File: src/rtl/mfft_pkg.sv
// Shared types and helpers for the radix-2 merge-stage scheduler.
// Holds the FSM state enum, the NFFT size helper and the address bit-reverse helper.
package mfft_pkg;

  typedef enum logic [2:0] {
    IDLE,
    WAIT_SRC,
    STREAM,
    DRAIN,
    DONE
  } state_e;

  function automatic int unsigned nfft(input int unsigned size_buffer);
    return 32'd1 << size_buffer;
  endfunction

  // Reverse the low 'width' bits of addr; the upper bits are returned as zero.
  function automatic logic [31:0] bitrev(input logic [31:0] addr, input int unsigned width);
    logic [31:0] r;
    r = '0;
    for (int unsigned i = 0; i < 32; i++) begin
      if (i < width) r[5'(i)] = addr[5'(width - 1 - i)];
    end
    return r;
  endfunction

endpackage

File: src/rtl/mfft_delay_line.sv
// 1-bit shift register of parameterised depth with synchronous clear.
// Used to align the even-sample pops and the write strobes with the datapath latency.
module mfft_delay_line #(
  parameter int unsigned DEPTH = 1
) (
  input  logic i_clk,
  input  logic clr_i,
  input  logic d_i,
  output logic q_o
);

  logic [DEPTH-1:0] sr_q;

  generate
    if (DEPTH == 1) begin : g_one
      always_ff @(posedge i_clk) begin
        if (clr_i) sr_q <= '0;
        else       sr_q <= d_i;
      end
    end else begin : g_many
      always_ff @(posedge i_clk) begin
        if (clr_i) sr_q <= '0;
        else       sr_q <= {sr_q[DEPTH-2:0], d_i};
      end
    end
  endgenerate

  assign q_o = sr_q[DEPTH-1];

endmodule

File: src/rtl/mfft_merge_scheduler.sv
// Frame controller for the even/odd radix-2 merge stage: source handshake, odd/even
// streaming, output-RAM write addressing and timeouts. MFFT_MERGE_BITREV_EN selects bit-reversed addresses.
module mfft_merge_scheduler
  import mfft_pkg::*;
#(
  parameter int unsigned SIZE_BUFFER  = 4,
  parameter int unsigned MULT_LATENCY = 3,
  parameter int unsigned SUMM_LATENCY = 1,
  parameter int unsigned MAX_SKEW     = 8
) (
  input  logic                   i_clk,
  input  logic                   i_reset,
  input  logic                   i_start,
  input  logic                   i_even_ready,
  input  logic                   i_odd_ready,
  output logic                   o_odd_rd,
  output logic                   o_even_rd,
  output logic                   o_mult_en,
  output logic [SIZE_BUFFER-1:0] o_phi,
  input  logic                   i_mult_valid,
  output logic                   o_wr_en,
  output logic [SIZE_BUFFER-1:0] o_wr_addr_lo,
  output logic [SIZE_BUFFER-1:0] o_wr_addr_hi,
  output logic                   o_busy,
  output logic                   o_done,
  output logic                   o_err_timeout
);

  localparam int unsigned HALF     = nfft(SIZE_BUFFER) / 2;
  localparam int unsigned KW       = SIZE_BUFFER - 1;
  localparam int unsigned SKW_W    = $clog2(MAX_SKEW) + 1;
  localparam int unsigned WD_LIMIT = MULT_LATENCY + SUMM_LATENCY + MAX_SKEW;
  localparam int unsigned WD_W     = $clog2(WD_LIMIT) + 1;
  localparam logic [KW-1:0]    K_LAST   = KW'(HALF - 1);
  localparam logic [SKW_W-1:0] SKEW_MAX = SKW_W'(MAX_SKEW);
  localparam logic [WD_W-1:0]  WD_LAST  = WD_W'(WD_LIMIT - 1);

  state_e           state_q, state_d;
  logic [KW-1:0]    k_q, k_d;
  logic [KW-1:0]    w_q, w_d;
  logic             w_full_q, w_full_d;
  logic [SKW_W-1:0] skew_q, skew_d;
  logic [WD_W-1:0]  wd_q, wd_d;

  logic even_dly, wr_dly;
  logic active_c, wr_fire_c, both_rdy_c, any_rdy_c, skew_to_c, wd_to_c;
  logic [SIZE_BUFFER-1:0] lo_nat_c, hi_nat_c;

  assign active_c   = (state_q == STREAM) || (state_q == DRAIN);
  assign wr_fire_c  = wr_dly & active_c;
  assign both_rdy_c = i_even_ready & i_odd_ready;
  assign any_rdy_c  = i_even_ready | i_odd_ready;
  assign skew_to_c  = (state_q == WAIT_SRC) && !both_rdy_c && (skew_q == SKEW_MAX);
  assign wd_to_c    = (state_q == DRAIN) && !w_full_q && !wr_fire_c && (wd_q == WD_LAST);
  assign lo_nat_c   = {1'b0, w_q};
  assign hi_nat_c   = {1'b1, w_q};

  // Valids outside an active frame never enter the write pipe.
  mfft_delay_line #(.DEPTH(MULT_LATENCY)) u_even_dly (
    .i_clk (i_clk),
    .clr_i (i_reset),
    .d_i   (o_mult_en),
    .q_o   (even_dly)
  );

  mfft_delay_line #(.DEPTH(SUMM_LATENCY)) u_wr_dly (
    .i_clk (i_clk),
    .clr_i (i_reset),
    .d_i   (i_mult_valid & active_c),
    .q_o   (wr_dly)
  );

  // State and counter registers.
  always_ff @(posedge i_clk) begin
    if (i_reset) begin
      state_q  <= IDLE;
      k_q      <= '0;
      w_q      <= '0;
      w_full_q <= 1'b0;
      skew_q   <= '0;
      wd_q     <= '0;
    end else begin
      state_q  <= state_d;
      k_q      <= k_d;
      w_q      <= w_d;
      w_full_q <= w_full_d;
      skew_q   <= skew_d;
      wd_q     <= wd_d;
    end
  end

  // Next-state and counter update.
  always_comb begin
    state_d  = state_q;
    k_d      = k_q;
    w_d      = w_q;
    w_full_d = w_full_q;
    skew_d   = skew_q;
    wd_d     = wd_q;

    // Write counter and no-write watchdog run across STREAM and DRAIN.
    if (active_c) begin
      if (wr_fire_c) begin
        w_d  = w_q + 1'b1;
        wd_d = '0;
        if (w_q == K_LAST) w_full_d = 1'b1;
      end else if (wd_q != WD_LAST) begin
        wd_d = wd_q + 1'b1;
      end
    end

    unique case (state_q)
      IDLE: begin
        k_d      = '0;
        w_d      = '0;
        w_full_d = 1'b0;
        skew_d   = '0;
        wd_d     = '0;
        if (i_start) state_d = WAIT_SRC;
      end
      WAIT_SRC: begin
        if (both_rdy_c)                      state_d = STREAM;
        else if (skew_to_c)                  state_d = IDLE;
        else if (skew_q != '0 || any_rdy_c)  skew_d  = skew_q + 1'b1;
      end
      STREAM: begin
        k_d = k_q + 1'b1;
        if (k_q == K_LAST) state_d = DRAIN;
      end
      DRAIN: begin
        if (w_full_q || (wr_fire_c && w_q == K_LAST)) state_d = DONE;
        else if (wd_to_c)                              state_d = IDLE;
      end
      DONE:    state_d = IDLE;
      default: state_d = IDLE;
    endcase
  end

  // Outputs decoded from the registered state and counters.
  always_comb begin
    o_odd_rd      = 1'b0;
    o_mult_en     = 1'b0;
    o_phi         = '0;
    o_wr_en       = 1'b0;
    o_wr_addr_lo  = '0;
    o_wr_addr_hi  = '0;
    o_even_rd     = even_dly;
    o_busy        = (state_q != IDLE);
    o_done        = (state_q == DONE);
    o_err_timeout = skew_to_c | wd_to_c;

    if (state_q == STREAM) begin
      o_odd_rd  = 1'b1;
      o_mult_en = 1'b1;
      o_phi     = {1'b0, k_q};
    end

    if (wr_fire_c) begin
      o_wr_en = 1'b1;
`ifdef MFFT_MERGE_BITREV_EN
      o_wr_addr_lo = SIZE_BUFFER'(bitrev(32'(lo_nat_c), SIZE_BUFFER));
      o_wr_addr_hi = SIZE_BUFFER'(bitrev(32'(hi_nat_c), SIZE_BUFFER));
`else
      o_wr_addr_lo = lo_nat_c;
      o_wr_addr_hi = hi_nat_c;
`endif
    end
  end

endmodule

File: config.mk
export PLATFORM = sky130hd
export DESIGN_NAME = mfft_merge_scheduler
export DESIGN_NICKNAME = d
export VERILOG_FILES = /design/src/rtl/mfft_pkg.sv /design/src/rtl/mfft_delay_line.sv /design/src/rtl/mfft_merge_scheduler.sv
export SDC_FILE = /design/constraint.sdc
export NUM_CORES = 1
export LEC_CHECK = 0
export CAP_MARGIN = 20
export CORE_ASPECT_RATIO = 0.75
export CORE_MARGIN = 2
export CORE_UTILIZATION = 50
export CTS_CLUSTER_DIAMETER = 30
export DETAILED_ROUTE_END_ITERATION = 12
export PLACE_DENSITY = 0.87
export SYNTH_ARGS = -nofsm -noshare
export SYNTH_HDL_FRONTEND = slang
export SYNTH_SLANG_ARGS = --single-unit
File: constraint.sdc
create_clock -name i_clk -period 4.2 [get_ports i_clk]
set_input_delay 0.84 -clock i_clk [delete_from_list [all_inputs] [get_ports i_clk]]
set_output_delay 0.84 -clock i_clk [all_outputs]
set_load 0.01 [all_outputs]
# == Word level (Yosys, flattened, before mapping) ==
# Cells that the tools add are included.
# op_classes
n_addsub,4
n_eq_ne,16
mux,19
n_bitwise,5
reduce_logical,24
# ops
cell,count
$mux W3,8
$mux W4,4
$pmux W3 S4,1
$mux W5,2
$eq A3 B3 Y1 const B,3
$pmux W4 S2,1
$reduce_and A4 Y1,2
$add A3 B1 Y3 const B,2
$eq A3 B2 Y1 const B,2
$logic_and A1 B1 Y1,6
$ne A2 B2 Y1 const B,3
$pmux W3 S2,1
$reduce_bool A2 Y1,3
$add A5 B1 Y5 const B,1
$eq A5 B4 Y1 const B,1
$ne A5 B4 Y1 const B,1
$add A4 B1 Y4 const B,1
$eq A4 B4 Y1 const B,1
$ne A2 B1 Y1 const B,2
$reduce_and A2 Y1,2
$reduce_bool A4 Y1,1
$and A1 B1 Y1,3
$eq A3 B1 Y1 const B,1
$logic_not A1 Y1,3
other kinds (9),13
# totals
ff_bits,23
input_bits,6
output_inout_bits,19
elab_cells,76

# == Longest topological paths before layout ==
# logic_depth
ltp_word,9
ltp_mapped,6
depth_no_buf,6

# == Modules after synthesis ==
# A second synthesis with hierarchy kept.
# unflattened
hier_cells,147
hier_area_um2,1247.4
# modules_own_cells
module,n_inst,cells_each,area_each_um2,seq_area_each_um2
mfft_merge_scheduler,1,139,1134.8,380.4
mfft_delay_line at u_even_dly,1,6,78.8,60.1
mfft_delay_line at u_wr_dly,1,2,33.8,20.0

# == Worst setup path after synthesis ==
# OpenSTA, ideal clock, no wires.
# synth_path
path_type,register to output
startpoint,"reg u_wr_dly.sr_q, in the netlist u_wr_dly.q_o"
endpoint,out o_err_timeout
arrival_time_ps,1225
t_required_ps,3360
setup_slack_ps,2135
path_stages_with_launch,5
n_path_buf,1
path_cell_list,dfxtp_1 > buf_2 > nor4b_2 > nand2_1 > o32ai_1
# synth_via
elab_chain_len,5
# synth_rtl
item,line_no,rtl
"start, declared",mfft_delay_line.sv:12,logic [DEPTH-1:0] sr_q;
"start signal, assigned",mfft_delay_line.sv:18,else sr_q <= d_i;
$and A1 B1 Y1,mfft_merge_scheduler.sv:50,assign wr_fire_c = wr_dly & active_c;
$logic_not A1 Y1,mfft_merge_scheduler.sv:54,assign wd_to_c = (state_q == DRAIN) && !w_full_q && !wr_fire_c && (wd_q == WD_LAST);
$logic_and A1 B1 Y1 (2 in a row),mfft_merge_scheduler.sv:54,
$or A1 B1 Y1,mfft_merge_scheduler.sv:150,o_err_timeout = skew_to_c | wd_to_c;
"end, declared",mfft_merge_scheduler.sv:26,output logic o_err_timeout
# Every way passes these cells.

# == Worst setup path in the final report ==
# layout_path
startpoint,reg state_q[1]
endpoint,out o_err_timeout
# layout_via
elab_chain_len,7
word_cells_on_any_way,12
cone_classes,eq/ne (3); bitwise (2); reduce/logical (7)
# layout_rtl
item,line_no,rtl
"start, declared",mfft_merge_scheduler.sv:38,"state_e state_q, state_d;"
"start signal, assigned",mfft_merge_scheduler.sv:83,state_q <= state_d;
"$eq A3 B2 Y1, on equally long branches","mfft_merge_scheduler.sv:49, mfft_merge_scheduler.sv:54",
$logic_or A1 B1 Y1,mfft_merge_scheduler.sv:49,assign active_c = (state_q == STREAM) || (state_q == DRAIN);
$and A1 B1 Y1,mfft_merge_scheduler.sv:50,
$logic_not A1 Y1,mfft_merge_scheduler.sv:54,
$logic_and A1 B1 Y1 (2 in a row),mfft_merge_scheduler.sv:54,
$or A1 B1 Y1 *,mfft_merge_scheduler.sv:150,
# Mark *: on every way between the ends. The rest lies on a longest branch, timed or not.

==> results.rst <==
.. list-table::
   :header-rows: 1

   * - Metric
     - Value
   * - Internal power
     - 290 uW
   * - Number of synthesized register bits
     - 23
   * - Largest net degree at the start of global routing
     - 18
   * - Area of the core
     - 2360 um2
   * - Antenna violations before repair
     - 0
   * - Fraction of power consumed by sequential logic
     - 58.0%
   * - Worst EP arrival
     - 2410 ps
   * - Floorplan die height
     - 47.8 um
   * - Post-Synthesis Mean Instance Area
     - 8.74 um2
   * - DIE WIDTH
     - 62.3 um
   * - Power Dens Cells
     - around 270 nW/um2
   * - Leading cell types in the layout, fill and taps excluded
     - dfxtp_1, clkdlybuf4s50_1, nor2_1, a21oi_1, nand3_1
   * - Total overflow reported by the global router
     - 0
   * - Highest-delay cell along the critical path
     - dfxtp_1
   * - Antenna cell count
     - 0
   * - Number of maximum-capacitance violations
     - 0
   * - End point of the most critical hold path
     - u_even_dly.sr_q[2]$_SDFF_PP0_
   * - Sequential cell area fraction in the yosys report
     - 36.1%
   * - End of the worst register-to-register path
     - state_q[1]$_SDFFE_PP0P_
   * - Depth of the most critical reg-to-reg path
     - 4
   * - Fraction of final layout cells with drive strength greater than 1
     - under 10%
   * - Crit Path Class
     - flop to output pin
   * - Unrepaired setup endpoints after global routing
     - no
   * - Highest ir drop seen on vdd
     - 0.133 mV
   * - Hold depth
     - 1
   * - Cells along the critical path
     - and2b_1 > nand2_1 > o32ai_1 > clkdlybuf4s50_1
   * - RD Place Congestion
     - 0.747
   * - TritonRoute pass-1 iters
     - 6
   * - Wire length per cell after detailed routing
     - 13.2 um
   * - Static Leak
     - 0.000566 uW
   * - Minimum period implied by the final worst setup slack
     - 3250 ps
   * - Number of failing hold endpoints at the final stage
     - 0
   * - Via-per-instance ratio
     - 5.45
   * - First-pass GRT wire length
     - 4270 um
   * - Number of rows created at floorplan
     - 15
   * - Switching share of total power
     - 28.3%
   * - Part of the cycle the worst path needs
     - 77.4%
   * - CTS Root Cell
     - clkbuf_4
   * - DRC violation count after routing
     - 0
   * - Fraction of power consumed by the clock network
     - between 20% and 30%
   * - # Post-CTS Setup Buffers
     - 0
   * - Portion of total power attributed to combinational logic
     - 16.1%
   * - FF-to-FF Start
     - state_q[1]$_SDFFE_PP0P_
   * - Number of sinks driven by the clock tree
     - 23
   * - Final worst clock skew
     - approximately 6.0 ps
   * - Fraction of registers with async set/reset
     - 0%
   * - Cells after synthesis
     - 146
   * - Final critical-path setup slack
     - 950 ps
   * - Number of port buffers
     - 22
   * - Die footprint
     - approximately 3000 um2
   * - Number of DRC markers in iteration 0
     - 36
   * - Worst reg-to-reg setup slack
     - 2430 ps
   * - Relative slew margins
     - 64.8%
   * - Worst setup slack after placement
     - approximately 1100 ps
   * - Boundary pin count
     - 25
   * - Count of yosys warnings during synthesis
     - 0
   * - Total via count after detailed routing
     - 1051
   * - Max-slew violations
     - 0
   * - Cell taking the most area after synthesis
     - dfxtp_1
   * - CP endpoint kind
     - output pin
   * - Required time at the worst-slack endpoint
     - 3360 ps
   * - Slew @ Worst Pin
     - 527 ps
   * - Hold Crit Class
     - flop to flop
   * - CTS H-tree depth
     - 1
   * - Origin of the worst min-delay path
     - u_even_dly.sr_q[1]$_SDFF_PP0_
   * - CP startpoint kind
     - flop
   * - Count of cell types in the netlist
     - 42
   * - Run status
     - finished clean
   * - Aggregate negative setup slack
     - 0 ps
   * - Synth top area share
     - 36.1%
   * - Mapped cell area
     - 1280 um2
   * - Clock tree from TritonCTS
     - yes
   * - Number of enable-type register cells in the synthesized netlist
     - 0
   * - Skew-Pair Late Insertion Delay
     - 320 ps
   * - Post-layout net count
     - roughly 170
   * - # setup viols final
     - 0
   * - Vias in the first global route
     - between 900 and 1000
   * - Primary flip-flop cell chosen by synthesis mapping
     - dfxtp_1
   * - Most common library cell in the layout ignoring fill and taps
     - dfxtp_1
   * - Total Routing Usage GR
     - 18.8%
   * - Max Fclk
     - ~0.31 GHz
   * - Aggregate routed wire length
     - 2550 um
   * - Clock-pin slew of the registers on the worst-case setup and hold paths
     - roughly 130 ps
   * - Area used by multi-input combinational logic
     - 694 um2
   * - Effective utilization at floorplan
     - 54.0%
   * - Final HPWL DP
     - 1970 um
   * - Switching power
     - 114 uW
   * - Slowest cell delay on critical path
     - 640 ps
   * - Post-CTS Hold Fix Bufs
     - 0
   * - Clk buf depth
     - 2
   * - Post-synthesis to final-layout area growth
     - 15.2%
   * - Cts bufs inserted
     - 3
   * - Largest driver fanout on the critical path
     - 12
   * - Number of gates resized after cts
     - 0
   * - Combined flip-flop and latch cell area
     - 460 um2
   * - Ranking of synthesized cells by area
     - dfxtp_1, ha_1, a21oi_1
   * - Filler Cells Inserted
     - 225
   * - Number of nets still failing antenna checks after routing
     - 0
[synth_stat cells (2+ instances only)]
cell	n
nor2b_1	4
a21oi_1	11
nand2_1	6
xor2_1	4
nor3b_1	2
a211oi_1	2
and3_1	4
buf_2	4
dfxtp_1	23
nand4_1	3
ha_1	7
inv_1	7
buf_6	2
buf_4	7
nand2b_1	5
nor3_1	4
nand3_1	8
o21ai_0	5
nor2_1	11
and2_1	4
mux2i_1	2
[final cells by class]
class | instances | area share, %
Inverter | 7 | 1.79
Multi-Input combinational cell | 103 | 47.2
Timing Repair Buffer | 22 | 15.0
Sequential cell | 23 | 31.3
Clock buffer | 4 | 1.79
Tap cell | 34 | 2.89
[critical path, delay by kind of cell (launching register included)]
kind	cells	cell delay [ps]
DFF	1	640
buffers and inverters	1	600
and+or+nand+nor	2	530
AOI/OAI and AO/OA	1	310
[routing by layer]
layer	up-vias	global-route usage [%]	wire length [um]
met5	-	0	0
met4	0	6.67	31
met3	5	4.47	105
met2	22	38.5	1280
met1	492	20.2	1130
li1	532	-	-
[logic make-up after synthesis]
kind of cell | after synthesis | share of synthesized area (%)
simple gates | 59 | 27.3
compound gates | 29 | 15.4
flops | 23 | 36.1
buf+inv | 21 | 9.80
fa+ha+maj | 7 | 6.86
xor+xnor | 4 | 2.74
mux | 2 | 1.57
other cells | 1 | 0.294
[sequential cells by signal (all words and copies together), names as in the netlist]
register,cells
u_even_dly.sr_q,3
state_q,3
skew_q,4
k_q,3
wd_q,5
w_q,3
w_full_q,1
u_wr_dly.q_o,1
[how the worst max path moves through the flow]
stage,startpoint,to,cells after the start
floorplan,u_wr_dly.q_o$_SDFF_PP0_,o_err_timeout,4
global placement,i_even_ready,o_err_timeout,5
detailed placement,i_even_ready,o_err_timeout,5
CTS,state_q[1]$_SDFFE_PP0P_,o_err_timeout,4
global route,state_q[1]$_SDFFE_PP0P_,o_err_timeout,4
finish,state_q[1]$_SDFFE_PP0P_,o_err_timeout,4
[metrics by stage]
stage	utilization (%)	instances	power, uW	hold slack, ps	cell area (um2)
final	62.2	193	404	460	1470
after global routing	62.2	193	424	474	1470
after CTS	62.2	193	407	463	1470
after detailed placement	61.1	189	304	442	1440
after global placement	61.1	189	301	423	1440
after floorplan	-	147	287	414	1280
[power by group through the flow]
stage / Combinational (uW) / Sequential, uW / Clock (uW)
3_3_place_gp: 62.3 / 239 / 0
3_5_place_dp: 64.9 / 239 / 0
4_1_cts: 65.0 / 234 / 108
6_report: 65.0 / 235 / 105
5_1_grt: 71.4 / 236 / 117
2_1_floorplan: 54.9 / 232 / 0
Power figures use the tool's default switching activity.
